[src/rtl/problem_3_if.sv]
// problem_3_if: groups the function-unit inputs (A/B/C, table write, coverage
// clear) and its registered results (E, tt_q, cov, cov_full) into one bundle.
//   master modport: drives A, B, C, tt_we, tt_wdata, clr_cov; observes results.
//   slave modport : consumes the inputs and drives E, tt_q, cov, cov_full.
interface problem_3_if;
  logic       A;
  logic       B;
  logic       C;
  logic       tt_we;
  logic [7:0] tt_wdata;
  logic       clr_cov;
  logic       E;
  logic [7:0] tt_q;
  logic [7:0] cov;
  logic       cov_full;

  modport master (
    output A, B, C, tt_we, tt_wdata, clr_cov,
    input  E, tt_q, cov, cov_full
  );

  modport slave (
    input  A, B, C, tt_we, tt_wdata, clr_cov,
    output E, tt_q, cov, cov_full
  );
endinterface

[src/rtl/problem_3.sv]
// problem_3: registered three-input Boolean function unit.
// Every rising edge the 8-entry truth table is indexed by {A,B,C} and the
// selected bit is registered on E. The table resets to TT_RESET (majority)
// and can be rewritten at run time through tt_we/tt_wdata.
// Optional feature macro: PROBLEM_3_COVERAGE_EN adds a bitmap (cov) of the
// input combinations applied since reset or the last clr_cov, plus cov_full.
// Ports:
//   clk   : rising-edge clock for all state
//   rst_n : synchronous active-low reset
//   bus   : problem_3_if.slave (A, B, C, tt_we, tt_wdata, clr_cov in;
//           E, tt_q, cov, cov_full out; all outputs registered)
module problem_3 #(
  parameter logic [7:0] TT_RESET = 8'hE8
) (
  input  logic        clk,
  input  logic        rst_n,
  problem_3_if.slave  bus
);

  logic [2:0] idx_s;
  logic       e_d;
  logic       e_q;
  logic [7:0] table_d;
  logic [7:0] table_q;

  assign idx_s = {bus.A, bus.B, bus.C};

  // Next-state for result and table; evaluation always uses the current table,
  // so a write only affects inputs sampled from the following edge on.
  always_comb begin
    e_d     = table_q[idx_s];
    table_d = table_q;
    if (bus.tt_we) begin
      table_d = bus.tt_wdata;
    end else begin
      table_d = table_q;
    end
  end

  // Result and truth-table registers; reset overrides any pending write.
  always_ff @(posedge clk) begin
    if (!rst_n) begin
      e_q     <= 1'b0;
      table_q <= TT_RESET;
    end else begin
      e_q     <= e_d;
      table_q <= table_d;
    end
  end

  assign bus.E    = e_q;
  assign bus.tt_q = table_q;

`ifdef PROBLEM_3_COVERAGE_EN
  logic [7:0] cov_d;
  logic [7:0] cov_q;
  logic       cov_full_d;
  logic       cov_full_q;

  // Coverage next-state; a clear wins and drops the index sampled this cycle.
  // cov_full looks at the next bitmap so both registers move on the same edge.
  always_comb begin
    cov_d = cov_q;
    if (bus.clr_cov) begin
      cov_d = 8'h00;
    end else begin
      cov_d = cov_q | (8'h01 << idx_s);
    end
    cov_full_d = (cov_d == 8'hFF);
  end

  // Coverage bitmap and full-flag registers.
  always_ff @(posedge clk) begin
    if (!rst_n) begin
      cov_q      <= 8'h00;
      cov_full_q <= 1'b0;
    end else begin
      cov_q      <= cov_d;
      cov_full_q <= cov_full_d;
    end
  end

  assign bus.cov      = cov_q;
  assign bus.cov_full = cov_full_q;
`else
  // Coverage not built: outputs held at zero, clr_cov has no effect.
  assign bus.cov      = 8'h00;
  assign bus.cov_full = 1'b0;
`endif

endmodule

[src/flat_wrapper.sv]
// flat-port wrapper written by rule: the top's interface ports become plain ports
module problem_3_flat 
#(
  parameter logic [7:0] TT_RESET = 8'hE8
)
  (clk, rst_n, bus_A, bus_B, bus_C, bus_tt_we, bus_tt_wdata, bus_clr_cov, bus_E, bus_tt_q, bus_cov, bus_cov_full);
  problem_3_if bus_i ();
  input  logic clk;
  input  logic rst_n;
  input wire logic [$bits(bus_i.A)-1:0] bus_A;
  input wire logic [$bits(bus_i.B)-1:0] bus_B;
  input wire logic [$bits(bus_i.C)-1:0] bus_C;
  input wire logic [$bits(bus_i.tt_we)-1:0] bus_tt_we;
  input wire logic [$bits(bus_i.tt_wdata)-1:0] bus_tt_wdata;
  input wire logic [$bits(bus_i.clr_cov)-1:0] bus_clr_cov;
  output wire logic [$bits(bus_i.E)-1:0] bus_E;
  output wire logic [$bits(bus_i.tt_q)-1:0] bus_tt_q;
  output wire logic [$bits(bus_i.cov)-1:0] bus_cov;
  output wire logic [$bits(bus_i.cov_full)-1:0] bus_cov_full;
  assign bus_i.A = bus_A;
  assign bus_i.B = bus_B;
  assign bus_i.C = bus_C;
  assign bus_i.tt_we = bus_tt_we;
  assign bus_i.tt_wdata = bus_tt_wdata;
  assign bus_i.clr_cov = bus_clr_cov;
  assign bus_E = bus_i.E;
  assign bus_tt_q = bus_i.tt_q;
  assign bus_cov = bus_i.cov;
  assign bus_cov_full = bus_i.cov_full;
  problem_3 #(.TT_RESET(TT_RESET)) u_core (.clk(clk), .rst_n(rst_n), .bus(bus_i));
endmodule
[config.mk]
export PLATFORM = sky130hd
export DESIGN_NAME = problem_3_flat
export DESIGN_NICKNAME = d
export VERILOG_FILES = /design/src/rtl/problem_3_if.sv /design/src/rtl/problem_3.sv /design/src/flat_wrapper.sv
export SDC_FILE = /design/constraint.sdc
export NUM_CORES = 1
export LEC_CHECK = 0
export BUFFER_PORTS_ARGS = -buffer_cell sky130_fd_sc_hd__buf_2
export CAP_MARGIN = 40
export CORE_MARGIN = 2
export CORE_UTILIZATION = 34
export CTS_CLUSTER_DIAMETER = 50
export CTS_CLUSTER_SIZE = 30
export DETAILED_ROUTE_END_ITERATION = 8
export HOLD_SLACK_MARGIN = 0.12
export PLACE_DENSITY = 0.72
export SLEW_MARGIN = 20
export SYNTH_ARGS = -nofsm -noshare
export SYNTH_HDL_FRONTEND = slang
export SYNTH_SLANG_ARGS = --single-unit
export TNS_END_PERCENT = 100
[constraint.sdc]
create_clock -name clk -period 1.3 [get_ports clk]
set_clock_uncertainty 0.2 [all_clocks]
set_input_delay 0.13 -clock clk [delete_from_list [all_inputs] [get_ports clk]]
set_output_delay 0.13 -clock clk [all_outputs]
set_load 0.01 [all_outputs]
; Yosys cells after proc, flatten, opt, wreduce, memory -nomap -nowiden
; Index checks and enable logic that the tools add are counted.
; Widths: inputs -> output; s select.
[totals]
reg_bits = 9
inputBits = 15
[op_classes]
magnitude_cmp = 1
n_mux = 2
[ops]
columns = op, n
row1 = $lt 3x4->1 const B, 1
row2 = $bmux 1 s3, 1
row3 = $mux 1, 1

; Depth between registers and ports, before layout
; Gate-level depths: netlist of the first run.
[logic_depth]
word_depth = 2
mapped_depth = 3
ltp_nobuf = 3

; Worst setup path before layout of the first run
; No wires, ideal clock.
[synth_path]
kind = reg-to-reg
start = register u_core.table_q[3] (netlist: u_core.bus.tt_q[3])
end = register u_core.e_q (netlist: u_core.bus.E)
setup_ns = 0.128
arrival_time_ns = 0.944
required_ns = 0.972
path_slack_ns = 0.029
stages_incl_launch_ff = 4
synth_period_minus_slack_ns = 1.271
path_cell_list = dfxtp_1 mux4_1 nor2_1 a311oi_1
[synth_between]
elab_chain_len = 2
[synth_lines]
columns = item, line
row1 = "start, declared", problem_3.sv:24  ; logic [7:0] table_q;
row2 = "start signal, assigned", problem_3.sv:47  ; table_q <= table_d;
row3 = $bmux 1 s3, problem_3.sv:31  ; e_d = table_q[idx_s];
row4 = $mux 1 (not written as such), problem_3.sv:31
row5 = "end signal, assigned", problem_3.sv:43  ; e_q <= 1'b0;
row6 = "end signal, assigned", problem_3.sv:46  ; e_q <= e_d;
row7 = "end, declared", problem_3.sv:22  ; logic e_q;
; Every way passes these cells. The select of a mux whose other input is x is not followed.
; A chain may end at the register's enable or synchronous reset.

; Worst setup path in the final report of the first run
[layout_path]
start = register u_core.table_q[7] (netlist: u_core.bus.tt_q[7])
end = register u_core.e_q (netlist: u_core.bus.E)
; Same word-level chain as after synthesis.

==> results.txt, run 1 <==
Layout Cells excl Fill -> 96
Die area -> 1640 sq um
Synth area leaders -> dfxtp_1 (40%), mux2i_1 (20%), buf_4 (15%)
Worst-skew pair later-pin latency -> 0.26 ns
Mapped Cells -> 44
Unrepaired setup endpoints after global routing -> yes
PwrDens -> 953 nW/um^2
Final ANT Viol Nets -> 0
Max-slew violations -> 0
H-tree levels -> 1
Yosys reg bits -> 9
Simple-gate share of the synthesized area -> 9.70%
Routed WL -> 954 um
Synth cell types -> 14
Vias in the first global route -> 367
CP startpoint kind -> flip-flop
XOR/XNOR share of the synthesized area -> 0%
Endpoints failing setup -> 0
Drt wl/cell -> 9.94 um
First-pass iteration count of the detailed router -> 4
Crit path DAT -> 1.20 ns
Ant. Diodes -> 0
Yosys top cell by area -> dfxtp_1
Num rows -> 13
Setup ws final -> 0.0464 ns
Hold_sp -> bus_A
Largest net degree at the start of global routing -> 10
Fin Setup TNS -> 0 ns
CP max FO -> 3
Via/cell ratio -> 4.25
Top-level port count -> 33
Hold Vio Cnt, Final -> 0
Mapped Avg Cell Area -> 10.3 sq um
Top cell type's share of synthesized area -> 39.9%
Fmax -> 0.798 GHz
CP Capture Type -> flip-flop
Initial antenna violation count -> 0
Number of synthesis warnings -> 0
Clock Pin Slew Worst Setup and Hold Paths -> 0.07 ns
Period minus WS final -> 1.25 ns
Clock buffer depth -> 2
Worst hold endpoint -> u_core.bus.E$_SDFF_PN0_
R2R Setup Slk -> 0.05 ns
Max Cap Viol -> 0
I/O Buffers -> 22
CTS tree -> yes
Area grow syn2layout -> 55.4%
Root buffer cell -> clkbuf_4
R2R depth -> 3
Reg2reg end -> u_core.bus.E$_SDFF_PN0_
Post-Synthesis Cell Area -> 452 sq um
RR Startpoint -> u_core.bus.tt_q[7]$_SDFFE_PN1P_
Leak pwr -> 0.353 nW
Chip width -> 40.5 um
Die Ht -> 40.5 um
Gr usage total -> 13.5%
Crit path required time -> 1.24 ns
Placed Instances -> 79
DR iter-0 viols -> 5
Mux cell area share after synthesis -> 28.3%
First-pass GRT wire length -> 1.42 mm
Critical path class -> reg -> reg
Grt total ovfl -> 0
Final design utilization -> 55.3%
Status -> complete, no violations
Post-Synth Adder-Cell Area -> 0%
Hold Path Class -> in -> reg
Largest family of logic cells by synthesized area -> multiplexers
RePlAce Congestion -> 0.653
Drc violations -> 0
Crit share post-route -> 96.4%
Setup WS pre-CTS -> 0.0254 ns
Core box area -> 1270 sq um
NumNets Final -> 97
Via count -> 408
Synth Area in Compound Gates -> 3.60%
Initial Util -> 35.6%
Hold path cells -> 4
Post-CTS setup buffers -> 0
Peak VDD IR -> 0.662 mV
Clk sinks -> 9
Sequential share of the synthesized area -> 39.9%
TritonCTS buffer count -> 3
Share of layout cells above drive strength 1 -> 38.3%
[synth_stat cells]
master and n:
a311oi_1 1, buf_1 1, buf_2 1, buf_4 9
conb_1 1, dfxtp_1 9, inv_1 1, mux2_2 1
mux2i_1 9, mux4_1 1, nand2_1 4, nor2_1 1
nor2b_1 4, o31ai_1 1
[registers in the layout, summed over array words and instances, names as in the netlist]
| name | count |
|---|---|
| u_core.bus.tt_q | 8 |
| u_core.bus.E | 1 |
[how the worst max path moves through the flow]
stage | start | end | slack, ns
4_1_cts | u_core.bus.tt_q[3]$_SDFFE_PN1P_ | u_core.bus.E$_SDFF_PN0_ | 0.02
5_1_grt | u_core.bus.tt_q[7]$_SDFFE_PN1P_ | u_core.bus.E$_SDFF_PN0_ | -0.006
3_3_place_gp | u_core.bus.tt_q[3]$_SDFFE_PN1P_ | u_core.bus.E$_SDFF_PN0_ | 0.04
3_5_place_dp | u_core.bus.tt_q[3]$_SDFFE_PN1P_ | u_core.bus.E$_SDFF_PN0_ | 0.03
6_report | u_core.bus.tt_q[7]$_SDFFE_PN1P_ | u_core.bus.E$_SDFF_PN0_ | 0.05
2_1_floorplan | u_core.bus.tt_q[3]$_SDFFE_PN1P_ | u_core.bus.E$_SDFF_PN0_ | 0.03
[cells in the final DEF, fill, tap and decap left out]
| cell type | count |
|---|---|
| buf_2 | 21 |
| dlygate4sd3_1 | 13 |
| mux2i_1 | 9 |
| conb_1 | 9 |
| dfxtp_1 | 7 |
| nand2_1 | 4 |
| nor2b_1 | 4 |
| clkbuf_4 | 4 |
| dfxtp_2 | 2 |
| inv_1 | 1 |
| mux2_2 | 1 |
| o31ai_1 | 1 |
| mux4_2 | 1 |
| nor2_2 | 1 |
| a311oi_1 | 1 |
| clkbuf_1 | 1 |
| buf_4 | 1 |
[routing by layer]
| metal | part of all wire, % | up-vias | wire, um | track usage (%) |
|---|---|---|---|---|
| li1 | - | 202 | - | - |
| met1 | 43 | 181 | 410 | 16.4 |
| met2 | 47 | 25 | 447 | 21.4 |
| met3 | 10 | 0 | 96 | 1.67 |
| met4 | 0 | 0 | 0 | 10.0 |
| met5 | 0 | - | 0 | 0 |
[cell families (layout without fill, tap and decap cells)]
logic type / after synthesis / in the layout
compound gates: 2 / 2
buf+inv: 12 / 41
flops: 9 / 9
mux: 11 / 11
other cells: 1 / 9
simple gates: 9 / 9
[power by group]
part	total (W)	switching, W	internal (W)
sequential	0.000305	0.0000105	0.000294
clock	0.000219	0.000101	0.000118
combinational	0.000144	0.0000627	0.0000817
total	0.000669	0.000174	0.000494
[per-stage QoR]
stage                     instance area (sq um)  hold WS (ns)  power, W
after floorplan                             482        0.0441  0.000395
after global placement                      542         0.142  0.000418
after detailed placement                    542         0.148  0.000421
after CTS                                   698         0.192  0.000664
after global routing                        702         0.303  0.000693
final                                       702         0.226  0.000669
[cell type report]
cell class                 instances  area (sq um)
multi-input combinational         31           220
sequential                         9           183
timing repair buffer              36           250
inverter                           1          3.75
clock buffer                       4          26.3
tap                               15          18.8
fill                             118           567
[worst max-delay path: stages (launching register included)]
cell      delay [ns]
dfxtp_2         0.32
mux4_2          0.47
nor2_2          0.11
a311oi_1        0.04
[repair_timing]
item,4_1_cts,5_1_grt
hold buffers,13,0
endpoints found under the hold margin,9,0
endpoints found under the setup margin,0,4
gates resized for setup,0,5
No activity file was read; power rests on OpenSTA's default activity.
==> run 2, diff against run 1 <==
--- a/config.mk
+++ b/config.mk
@@ -5,6 +5,7 @@
 export SDC_FILE = /design/constraint.sdc
 export NUM_CORES = 1
 export LEC_CHECK = 0
+export ABC_AREA = 1
 export BUFFER_PORTS_ARGS = -buffer_cell sky130_fd_sc_hd__buf_2
 export CAP_MARGIN = 40
 export CORE_MARGIN = 2
==> results.txt, run 2 <==
Status -> complete, no violations
Mapped Cells -> 65
Fmax -> 0.808 GHz
Crit path required time -> 1.27 ns
R2R Setup Slk -> 0.32 ns
Hold Path Class -> reg -> reg
Endpoints failing setup -> 0
Net Sw Frac -> 28.2%
CP max FO -> 5
Clock Pin Slew Worst Setup and Hold Paths -> 0.06 ns
CTS tree -> yes
RePlAce Congestion -> 0.708
Vias in the first global route -> 377
Worst hold endpoint -> u_core.bus.tt_q[0]$_SDFFE_PN0P_
Synth area leaders -> dfxtp_1 (39%), buf_4 (15%), inv_1 (9.0%)
Hold path cells -> 2
Hold Vio Cnt, Final -> 0
Drc violations -> 0
Clock buffer depth -> 2
Crit-path slowest cell -> dlygate4sd3_1
Die area -> 1660 sq um
Placed Instances -> 100
PwrDens -> 975 nW/um^2
Synth top cells by count -> inv_1 (11), nand2_1 (10), buf_4 (9), dfxtp_1 (9)
Number of synthesized flops with an enable pin -> 0
Crit share post-route -> 95.2%
Period minus WS final -> 1.24 ns
Area grow syn2layout -> 51.6%
Gr usage total -> 14.4%
DR iter-0 viols -> 5
Cell Chain, Critical Path -> dlygate4sd3_1 -> buf_2 -> inv_2 -> nand2_1 -> nand3_1 -> nand2_1 -> nor2_1 -> nor2_1
NumNets Final -> 118
Initial Util -> 35.6%
Most frequent cells in the layout -> buf_2 (22), dlygate4sd3_1 (13), inv_1 (10), nand2_1 (10)
Max Cap Viol -> 0
Grt total ovfl -> 0
Num rows -> 13
Max-slew violations -> 0
Most common cell after layout, fill and taps aside -> buf_2
Leak pwr -> 0.383 nW
First-pass iteration count of the detailed router -> 4
Layout Cells excl Fill -> 117
CP startpoint kind -> input pin
CP peak stage delay -> 0.55 ns
I/O Buffers -> 22
R2R depth -> 6
Setup WS pre-CTS -> 0.321 ns
H-tree levels -> 1
Hold slack final -> 0.269 ns
Fillers -> 134
Final ANT Viol Nets -> 0
Yosys reg bits -> 9
Peak VDD IR -> 0.591 mV
Share of layout cells above drive strength 1 -> 26.5%
Worst Path Buf+Inv -> 3
Top-level port count -> 33
Yosys top cell by area -> dfxtp_1
Sequential Power Share -> 44.9%
Delay-heaviest family, CP -> buffers and inverters
Final instance area -> 694 sq um
DP Area -> 538 sq um
TritonCTS buffer count -> 3
Most frequent cell after synthesis -> inv_1
Footprint of the multi-input gates -> 184 sq um
Post-CTS setup buffers -> 0
Initial antenna violation count -> 0
Top cell type's share of synthesized area -> 39.3%
Sequential share of the synthesized area -> 39.3%
First-pass GRT wire length -> 1.47 mm
Drt wl/cell -> 9.21 um
Gate power share -> 22.0%
Core box area -> 1280 sq um
CP Capture Type -> flip-flop
Ys async rst share -> 0%
Number of synthesis warnings -> 0
Largest net degree at the start of global routing -> 10
Fin Setup TNS -> 0 ns
HPWL after detailed placement -> 659 um
Chip width -> 40.7 um
Routed WL -> 1.08 mm
Die Ht -> 40.7 um
Reg2reg end -> u_core.bus.E$_SDFF_PN0_
Worst-skew pair later-pin latency -> 0.26 ns
Crit path DAT -> 1.20 ns
Number of flip-flops in the largest register -> 8
Mapped Avg Cell Area -> 7.05 sq um
Synth cell types -> 11
Via count -> 488
Hold_sp -> u_core.bus.tt_q[0]$_SDFFE_PN0P_
Via/cell ratio -> 4.17
Unrepaired setup endpoints after global routing -> no
RR Startpoint -> u_core.bus.tt_q[3]$_SDFFE_PN1P_
Clk sinks -> 9
Critical path class -> in -> reg
Sw Pwr -> 0.000191 W
Ant. Diodes -> 0
Root buffer cell -> clkbuf_4
Reg area -> 180 sq um
Main synth FF type -> dfxtp_1
Internal power -> 0.000486 W
Setup ws final -> 0.0630 ns
CP startpoint -> bus_C
Clock power share -> 33.1%
Post-Synthesis Cell Area -> 458 sq um
-- run 2: cell types whose count changed in the layout (fill, tap and decap cells not counted), moves of 4 or more --
| cell | delta |
|---|---|
| a21oi_1 | +8 |
| o21ai_0 | +8 |
| nand3_1 | +5 |
| nand2_1 | +6 |
| nor2b_1 | -4 |
| inv_1 | +9 |
| mux2i_1 | -9 |
-- run 2: worst max path at each step --
stage | cells past startpoint | slack (ns) | end
CTS | 5 | 0.07 | u_core.bus.tt_q[4]$_SDFFE_PN0P_
finish | 8 | 0.06 | u_core.bus.E$_SDFF_PN0_
global route | 8 | 0.02 | u_core.bus.E$_SDFF_PN0_
floorplan | 6 | 0.34 | u_core.bus.E$_SDFF_PN0_
global placement | 6 | 0.34 | u_core.bus.E$_SDFF_PN0_
detailed placement | 4 | 0.32 | u_core.bus.tt_q[4]$_SDFFE_PN0P_
-- run 2: timing repair --
item	in CTS	in global routing
hold buffers	13	0
gates resized for setup	0	1
endpoints found under the hold margin	9	0
setup endpoints to repair	0	3
-- run 2: power by group through the flow --
| stage | registers [W] | clock network, W | logic (W) |
|---|---|---|---|
| final | 0.000304 | 0.000224 | 0.000149 |
| after global routing | 0.000306 | 0.000249 | 0.000167 |
| after CTS | 0.000303 | 0.000232 | 0.000147 |
| after detailed placement | 0.000309 | 0 | 0.000117 |
| after global placement | 0.000309 | 0 | 0.000115 |
| after floorplan | 0.000321 | 0 | 0.0000795 |
-- run 2: metrics by stage --
stage               power (W)  utilization [%]
floorplan            0.000400                -
global placement     0.000424             41.9
detailed placement   0.000426             41.9
CTS                  0.000682             54.0
global route         0.000721             54.0
finish               0.000677             54.0
-- run 2: area by class of cell --
cell class / count / share of cell area [%]
Inverter: 12 / 6.49
Timing Repair Buffer: 35 / 34.6
Tap cell: 15 / 2.70
Multi-Input combinational cell: 42 / 26.5
Clock buffer: 4 / 3.78
Sequential cell: 9 / 25.9
-- run 2: cells by family (layout without fill, tap and decap cells) --
family	count (synthesis)	count (layout)	share of synthesized area, %
other cells	1	9	0.819
flops	9	9	39.3
simple gates	17	17	15.3
compound gates	16	16	17.5
buf+inv	22	51	27.0
-- run 2: metal layers --
layer	part of all wire [%]	global-route usage, %
met3	5.1	1.63
met2	47	24.2
met5	0	0
met1	44	14.8
met4	3.5	15.0
-- run 2: worst register-to-register path, stage by stage, from the launching register on --
cell and delay [ns]:
dfxtp_1 0.31, inv_1 0.07, nand2_1 0.05, nand3_1 0.07, nand2_1 0.05, nor2_1 0.08
nor2_1 0.05
==> run 3, diff against run 2 <==
--- a/config.mk
+++ b/config.mk
@@ -8,13 +8,13 @@
 export ABC_AREA = 1
 export BUFFER_PORTS_ARGS = -buffer_cell sky130_fd_sc_hd__buf_2
 export CAP_MARGIN = 40
-export CORE_MARGIN = 2
-export CORE_UTILIZATION = 34
+export CORE_AREA = 2 2 39 41
 export CTS_CLUSTER_DIAMETER = 50
 export CTS_CLUSTER_SIZE = 30
 export DETAILED_ROUTE_END_ITERATION = 8
+export DIE_AREA = 0 0 41 43
 export HOLD_SLACK_MARGIN = 0.12
-export PLACE_DENSITY = 0.72
+export PLACE_DENSITY = 0.8
 export SLEW_MARGIN = 20
 export SYNTH_ARGS = -nofsm -noshare
 export SYNTH_HDL_FRONTEND = slang
==> constraint.sdc (replaced) <==
create_clock -name clk -period 1.42 [get_ports clk]
set_clock_uncertainty 0.2 [all_clocks]
set_input_delay 0.142 -clock clk [delete_from_list [all_inputs] [get_ports clk]]
set_output_delay 0.142 -clock clk [all_outputs]
set_load 0.01 [all_outputs]
==> results.txt, run 3 (same netlist as run 2, synthesis figures left out) <==
H-tree levels -> 1
First-pass iteration count of the detailed router -> 4
Net Sw Frac -> 27.3%
Critical path class -> in -> reg
CP Capture Type -> flip-flop
I/O Buffers -> 22
Core box area -> 1380 sq um
Tot Pwr -> 0.000609 W
Worst-skew pair later-pin latency -> 0.26 ns
Sw Pwr -> 0.000166 W
Drc violations -> 0
Grt total ovfl -> 0
Max-slew violations -> 0
Endpoints failing setup -> 0
Gate power share -> 22.0%
Leak pwr -> 0.380 nW
CP max FO -> 9
Share of layout cells above drive strength 1 -> 25.7%
Peak VDD IR -> 0.484 mV
Fin Setup TNS -> 0 ns
Die Ht -> 43 um
Clock power share -> 32.3%
Placed Instances -> 101
Top-level port count -> 33
NumNets Final -> 117
CTS resizes -> 0
Fmax -> 0.808 GHz
DR iter-0 viols -> 11
Initial antenna violation count -> 0
Period minus WS final -> 1.24 ns
Ant. Diodes -> 0
Number of flip-flops in the largest register -> 8
First-pass GRT wire length -> 1.63 mm
Crit share post-route -> 87.1%
Unrepaired setup endpoints after global routing -> no
Setup ws final -> 0.183 ns
Largest net degree at the start of global routing -> 10
Die area -> 1760 sq um
Crit path DAT -> 1.18 ns
Gr usage total -> 14.1%
Hold Path Class -> in -> reg
Root buffer cell -> clkbuf_4
TritonCTS buffer count -> 3
Clock Pin Slew Worst Setup and Hold Paths -> 0.06 ns
Chip width -> 41 um
Crit path required time -> 1.37 ns
Most frequent cells in the layout -> buf_2 (22), dlygate4sd3_1 (12), inv_1 (11)
Status -> complete, no violations
Sequential Power Share -> 45.7%
Final design utilization -> 49.5%
Clock buffer depth -> 2
Drt wl/cell -> 9.00 um
CP startpoint kind -> input pin
Num rows -> 14
Setup WS pre-CTS -> 0.424 ns
Via/cell ratio -> 4.21
Area grow syn2layout -> 49.7%
Clk sinks -> 9
PwrDens -> 888 nW/um^2
Final ANT Viol Nets -> 0
Hold Vio Cnt, Final -> 0
Layout Cells excl Fill -> 117
Via count -> 492
Max Cap Viol -> 0
HPWL after detailed placement -> 743 um
CTS tree -> yes
RePlAce Congestion -> 0.817
Initial Util -> 33.1%
Vias in the first global route -> 480
Most common cell after layout, fill and taps aside -> buf_2
Routed WL -> 1.05 mm
Internal power -> 0.000443 W
==> run 3: cell count changes in the layout (fill, tap and decap cells not counted) <==
cell,before,now
dlygate4sd3_1,13,12
inv_1,10,11
inv_2,2,1
==> run 3: worst paths after layout <==
check | start | endpoint | slack [ns] | cells past startpoint
setup / recovery | bus_tt_we | u_core.bus.tt_q[0]$_SDFFE_PN0P_ | 0.18 | 5
hold reg to reg | u_core.bus.tt_q[3]$_SDFFE_PN1P_ | u_core.bus.tt_q[3]$_SDFFE_PN1P_ | 0.28 | 2
hold / removal | bus_C | u_core.bus.E$_SDFF_PN0_ | 0.14 | 6
setup reg to reg | u_core.bus.tt_q[1]$_SDFFE_PN0P_ | u_core.bus.E$_SDFF_PN0_ | 0.41 | 6
==> run 3: through the flow <==
stage | hold WS [ns] | cell area, sq um
floorplan | 0.0627 | 488
global placement | 0.152 | 539
detailed placement | 0.164 | 539
CTS | 0.135 | 686
global route | 0.194 | 686
finish | 0.141 | 686
==> run 3: layout make-up <==
cell class / instances / area [sq um]
clock buffers: 4 / 26.3
fillers: 158 / 698
inverters: 12 / 45.0
multi-input cells: 42 / 184
flip-flops and latches: 9 / 180
well taps: 16 / 20.0
repair buffers: 34 / 230
==> run 3: repair_timing <==
item / CTS / global route
setup buffers: 0 / 0
hold buffers: 12 / 0
hold endpoints to repair: 9 / 0
==> run 3: power by group through the flow <==
stage / combinational [W] / sequential (W) / clock [W]
after floorplan: 0.0000728 / 0.000294 / 0
after global placement: 0.000105 / 0.000283 / 0
after detailed placement: 0.000108 / 0.000284 / 0
after CTS: 0.000135 / 0.000279 / 0.000205
after global routing: 0.000152 / 0.000280 / 0.000215
final: 0.000134 / 0.000278 / 0.000197
==> run 3: metal layers <==
layer,share of wire [%],track usage (%)
met3,8.3,3.14
met5,0,0
met4,2.6,10.0
met2,49,24.1
met1,40,13.6
==> run 3: critical path: stages <==
cell,delay (ns)
dlygate4sd3_1,0.52
buf_2,0.18
inv_1,0.13
o21ai_0,0.16
a21oi_1,0.06
